==> src/rtl/npc_sim_ctrl.sv <==
`default_nettype none
// ============================================================================
// Module   : npc_sim_ctrl
// Purpose  : Run controller for the NPC simulation harness. It sequences the
//            core reset, counts RUN cycles and retired instructions, detects
//            good/bad traps, global timeout and commit stalls, and latches a
//            sticky final status word.
// Revision : 1.0 - initial release
// ============================================================================
module npc_sim_ctrl #(
    parameter int unsigned RESET_CYCLES   = 3,
    parameter int unsigned TIMEOUT_CYCLES = 300000,
    parameter int unsigned STALL_LIMIT    = 4096,
    parameter int unsigned CNT_W          = 32
) (
    input  logic             clock,
    input  logic             reset,
    input  logic             commit,
    input  logic [31:0]      commit_pc,
    input  logic             halt,
    input  logic [31:0]      halt_code,
    output logic             dut_reset,
    output logic             running,
    output logic             done,
    output logic [2:0]       status,
    output logic [CNT_W-1:0] cycle_cnt,
    output logic [CNT_W-1:0] inst_cnt,
    output logic [31:0]      last_pc
);

    // Reset down-counter only has to hold RESET_CYCLES-1.
    localparam int unsigned        RST_W      = (RESET_CYCLES > 1) ? $clog2(RESET_CYCLES) : 1;
    localparam logic [RST_W-1:0]   RST_LOAD   = RST_W'(RESET_CYCLES - 1);
    // Stall counter width is clog2(STALL_LIMIT+1), kept at least one bit wide.
    localparam int unsigned        STL_W      = (STALL_LIMIT > 0) ? $clog2(STALL_LIMIT + 1) : 1;
    localparam logic [STL_W-1:0]   STALL_LAST = STL_W'((STALL_LIMIT > 0) ? (STALL_LIMIT - 1) : 0);
    localparam logic [63:0]        TIMEOUT_LAST = 64'(TIMEOUT_CYCLES) - 64'd1;
    localparam logic [CNT_W-1:0]   CNT_MAX    = '1;

    localparam logic [2:0] ST_NONE    = 3'd0;
    localparam logic [2:0] ST_GOOD    = 3'd1;
    localparam logic [2:0] ST_BAD     = 3'd2;
    localparam logic [2:0] ST_TIMEOUT = 3'd3;
    localparam logic [2:0] ST_STALL   = 3'd4;

    typedef enum logic [1:0] {
        S_RST  = 2'd0,
        S_RUN  = 2'd1,
        S_DONE = 2'd2
    } state_t;

    state_t           state_q,   state_d;
    logic [RST_W-1:0] rst_cnt_q, rst_cnt_d;
    logic             armed_q,   armed_d;
    logic [STL_W-1:0] stall_q,   stall_d;
    logic [CNT_W-1:0] cycle_q,   cycle_d;
    logic [CNT_W-1:0] inst_q,    inst_d;
    logic [31:0]      pc_q,      pc_d;
    logic [2:0]       status_q,  status_d;

    logic [63:0]      cyc_ext;
    logic             timeout_hit;
    logic             stall_hit;

    assign cyc_ext     = 64'(cycle_q);
    // Both checks look at the value before this cycle's increment, so the
    // event lands on the edge where the count reaches its limit.
    assign timeout_hit = (TIMEOUT_CYCLES != 0) && (cyc_ext == TIMEOUT_LAST);
    assign stall_hit   = (STALL_LIMIT != 0) && !commit && (stall_q == STALL_LAST);

    // Next-state, counter and status logic for the RST/RUN/DONE sequencer.
    always_comb begin
        state_d   = state_q;
        rst_cnt_d = rst_cnt_q;
        armed_d   = armed_q;
        stall_d   = stall_q;
        cycle_d   = cycle_q;
        inst_d    = inst_q;
        pc_d      = pc_q;
        status_d  = status_q;

        case (state_q)
            S_RST: begin
                // The first released edge only arms the counter, so the core
                // sees RESET_CYCLES full edges of reset after release.
                if (!armed_q) begin
                    armed_d = 1'b1;
                end else if (rst_cnt_q == '0) begin
                    state_d = S_RUN;
                end else begin
                    rst_cnt_d = rst_cnt_q - RST_W'(1);
                end
            end

            S_RUN: begin
                if (cycle_q != CNT_MAX) begin
                    cycle_d = cycle_q + CNT_W'(1);
                end
                if (commit) begin
                    if (inst_q != CNT_MAX) begin
                        inst_d = inst_q + CNT_W'(1);
                    end
                    pc_d    = commit_pc;
                    stall_d = '0;
                end else if (stall_q != '1) begin
                    stall_d = stall_q + STL_W'(1);
                end

                if (halt) begin
                    status_d = (halt_code == 32'd0) ? ST_GOOD : ST_BAD;
                    state_d  = S_DONE;
                end else if (timeout_hit) begin
                    status_d = ST_TIMEOUT;
                    state_d  = S_DONE;
                end else if (stall_hit) begin
                    status_d = ST_STALL;
                    state_d  = S_DONE;
                end
            end

            S_DONE: begin
                state_d = S_DONE;
            end

            default: begin
                state_d = S_RST;
            end
        endcase
    end

    // State and datapath registers with synchronous reset.
    always_ff @(posedge clock) begin
        if (reset) begin
            state_q   <= S_RST;
            rst_cnt_q <= RST_LOAD;
            armed_q   <= 1'b0;
            stall_q   <= '0;
            cycle_q   <= '0;
            inst_q    <= '0;
            pc_q      <= '0;
            status_q  <= ST_NONE;
        end else begin
            state_q   <= state_d;
            rst_cnt_q <= rst_cnt_d;
            armed_q   <= armed_d;
            stall_q   <= stall_d;
            cycle_q   <= cycle_d;
            inst_q    <= inst_d;
            pc_q      <= pc_d;
            status_q  <= status_d;
        end
    end

    // Outputs decode only registered state; no input reaches them directly.
    assign dut_reset = (state_q == S_RST);
    assign running   = (state_q == S_RUN);
    assign done      = (state_q == S_DONE);
    assign status    = status_q;
    assign cycle_cnt = cycle_q;
    assign inst_cnt  = inst_q;
    assign last_pc   = pc_q;

endmodule
`default_nettype wire

==> config.mk <==
export PLATFORM = sky130hd
export DESIGN_NAME = npc_sim_ctrl
export DESIGN_NICKNAME = d
export VERILOG_FILES = /design/src/rtl/npc_sim_ctrl.sv
export SDC_FILE = /design/constraint.sdc
export NUM_CORES = 1
export LEC_CHECK = 0
export ABC_AREA = 0
export ABC_CLOCK_PERIOD_IN_PS = 2600
export CAP_MARGIN = 25
export CORE_UTILIZATION = 45
export CTS_CLUSTER_SIZE = 28
export DETAILED_ROUTE_END_ITERATION = 6
export MAX_ROUTING_LAYER = met4
export PLACE_DENSITY_LB_ADDON = 0.1
export SETUP_SLACK_MARGIN = 0.05
export SKIP_LAST_GASP = 1
export SYNTH_ARGS = -nofsm -noshare
export SYNTH_HDL_FRONTEND = slang
export SYNTH_SLANG_ARGS = --single-unit
==> constraint.sdc <==
create_clock -name clock -period 2.6 [get_ports clock]
set_input_delay 0.52 -clock clock [delete_from_list [all_inputs] [get_ports clock]]
set_output_delay 0.52 -clock clock [all_outputs]
set_load 0.05 [all_outputs]
==> metrics <==
aggregate routed wire length=15.8 mm; top cell type's share of synthesized area=41.7%; Layout Nets=943; switch share=28.7%; area leader, netlist=dfxtp_1; Peak VDD IR=0.000474 V; Comb power frac=20.3%; P_sw=1.48 mW; Final Slew Violations=0; total track usage=25.9%; GR peak layer=met2; ANT cells=0; critical hold path startpoint=last_pc[12]$_SDFFE_PP0P_; number of enable flip-flop cells after synthesis=0; Leak Pwr=2.70 nW; largest family of logic cells by synthesized area=simple AND/OR/NAND/NOR gates; Chip Height=114 um; Area Overhead vs Synth=44.8%; residual DRC count=0; number of fill cells=995; RR Endpoint=inst_cnt[25]$_SDFFE_PP0P_; largest net degree at the start of global routing=47; grt met2 use=42.1%; via total after detailed routing=5780; Final GP Congestion=0.888; Post-Synth XOR/XNOR Area=4.68%; CP Launch Type=register; met1 usage=30.3%; fmax=423 MHz; area share of and/or/nand/nor cells after synthesis=31.6%; synth top area cells=dfxtp_1 42%, nand2_1 6.6%, a21oi_1 6.5%; final setup violating endpoints=0; # hold bufs at CTS=0; reg2reg setup slack=240 ps; PwrDens=636 nW/um2; post-DR wirelength/cell=15.1 um; P_int=3.68 mW; crit-path cells=nand4_2, or4_1, o211ai_2, nor3_1, mux2_4; Root Driver=clkbuf_16; FF-to-FF Start=inst_cnt[18]$_SDFFE_PP0P_; Num Clock Sinks=117; clock share of power=41.6%; max-capacitance violation count=0; Post-Route Setup TNS=0 ps; Antenna Nets Post-Route=0; multi-input logic area=3060 um2; Die X=114 um; first-pass iteration count of the detailed router=6; DR vias/cell=5.52; final hold violations=0; outcome=finished clean; CP max stage delay=780 ps; total grt overflow=0; WP data arrival=2670 ps; worst min-delay path endpoint=last_pc[12]$_SDFFE_PP0P_; commonest non-fill, non-tap cells in the layout=166 x clkdlybuf4s50_1, 117 x dfxtp_1, 99 x nand2_1; IO buf count=169; Clock Tree Buf Depth=2; Tmin final=2360 ps; IO Pins=170; dpl hpwl=11.2 mm; adder-cell share of the synthesized area=1.78%; CTS buffer count=17; RSZ-0062 raised after global routing=false; Req. time, crit path=2910 ps; sequential element share of the synthesized area=41.7%; crit path from=inst_cnt[18]$_SDFFE_PP0P_; total die area=12900 um2; Post-Syn Instances=686; clock-pin slew on the worst setup and hold paths=50 ps; CP Max Fanout=8; Synthesis Warnings=0; sequential power share=38.1%; mean area per synthesized cell=8.18 um2; syn_nets=762; post-synthesis mux area share=1.76%; synth unique cells=57; Hold Crit Depth=2; Final Util=67.4%; Worst-Margin Slew=621 ps; FF/Latch Area=2340 um2; met3 usage=8.08%; H-tree depth=4; initial core utilization=46.5%; Hold Crit Class=register to register; Rows=40; Synth Area in Compound Gates=14.7%; Slew HR=58.2%; worst clock skew=5.67 ps; dominant synthesized flop cell=dfxtp_1; vias in the first global route=5597; final worst-path cycle share=90.9%; Core ar.=12100 um2; most common cell after layout, fill and taps aside=clkdlybuf4s50_1; CP Capture Type=register; share of layout cells above drive strength 1=7.84%; register bit total from synthesis=117; worst skew pair latency=420 ps; total power=5.16 mW; Critical-path top delay cell=or4_1; DR iter-0 viols=532; CTS tree=built; synthesized area=5610 um2; first-pass GRT wire length=26.1 mm; CP Class=register to register; Worst R2R Path Depth=5; asr flop ratio synth=0%; initial antenna violation count=0
-- critical path: cells and delay by family (launching register included) --
| family | cells | cell delay (ps) |
|---|---|---|
| and+or+nand+nor | 3 | 1100 |
| muxes | 1 | 300 |
| DFF | 1 | 440 |
| AOI/OAI and AO/OA | 1 | 400 |
-- power groups by stage --
stage                     Combinational (mW)  Clock [mW]  Sequential, mW
after CTS                               1.05        2.17            1.96
after floorplan                        0.401           0            2.23
after global placement                  1.03           0            1.99
final                                   1.05        2.15            1.97
after detailed placement                1.04           0            2.00
after global routing                    1.13        2.25            1.97
-- final cells by class --
type | count | share of cell area [%]
multi-input combinational | 517 | 37.7
sequential | 117 | 28.8
inverter | 20 | 0.924
clock inverter | 3 | 0.185
clock buffer | 29 | 6.53
tap | 168 | 2.59
timing repair buffer | 194 | 23.3
-- through the flow --
step	hold WS (ps)	cells	area [um2]	setup WS (ps)
CTS	454	1048	8120	117
floorplan	435	686	5610	69.0
global placement	442	1016	7570	144
finish	453	1048	8120	236
global route	475	1048	8120	89.5
detailed placement	448	1016	7570	83.4
-- metal layers --
metal	share of wire, %	wire length [um]
met4	1.5	233
met3	6.4	1000
met2	48	7640
met5	0	0
met1	44	6930
-- registers in the layout (all words and copies together) (netlist names) --
register	cells
cycle_cnt	32
inst_cnt	32
last_pc	32
stall_q	13
status	3
rst_cnt_q	2
state_q	2
armed_q	1
-- worst max-delay path by stage --
stage | end | cells past startpoint
6_report | inst_cnt[25]$_SDFFE_PP0P_ | 5
5_1_grt | inst_cnt[25]$_SDFFE_PP0P_ | 5
4_1_cts | dut_reset | 3
3_5_place_dp | inst_cnt[30]$_SDFFE_PP0P_ | 6
3_3_place_gp | inst_cnt[30]$_SDFFE_PP0P_ | 6
2_1_floorplan | inst_cnt[30]$_SDFFE_PP0P_ | 8
-- kinds of logic after synthesis --
kind of cell,count (synthesis)
AND/OR/NAND/NOR,333
AO/OA/AOI/OAI,137
flip-flops,117
buffers and inverters,52
XOR/XNOR,30
multiplexers,9
adder cells (fa/ha/maj),8
-- timing repair --
action	in CTS	in global routing
endpoints found under the setup margin	0	2
resized for setup	0	2
setup buffers	0	0
-- cell usage after synthesis, types with 6 or more instances --
cell	number
a211oi_1	6
a21oi_1	73
and3_1	7
and4_1	10
clkbuf_1	25
dfxtp_1	117
ha_1	8
inv_1	20
nand2_1	99
nand2b_1	10
nand3_1	24
nand4_1	33
nor2_1	60
nor3_1	8
nor4_1	17
nor4b_1	8
o21ai_0	12
o21ai_1	13
o31ai_1	6
or3_1	25
or4_1	8
xnor2_1	15
xor2_1	15
Note: power is estimated with default switching activity, not from simulation.
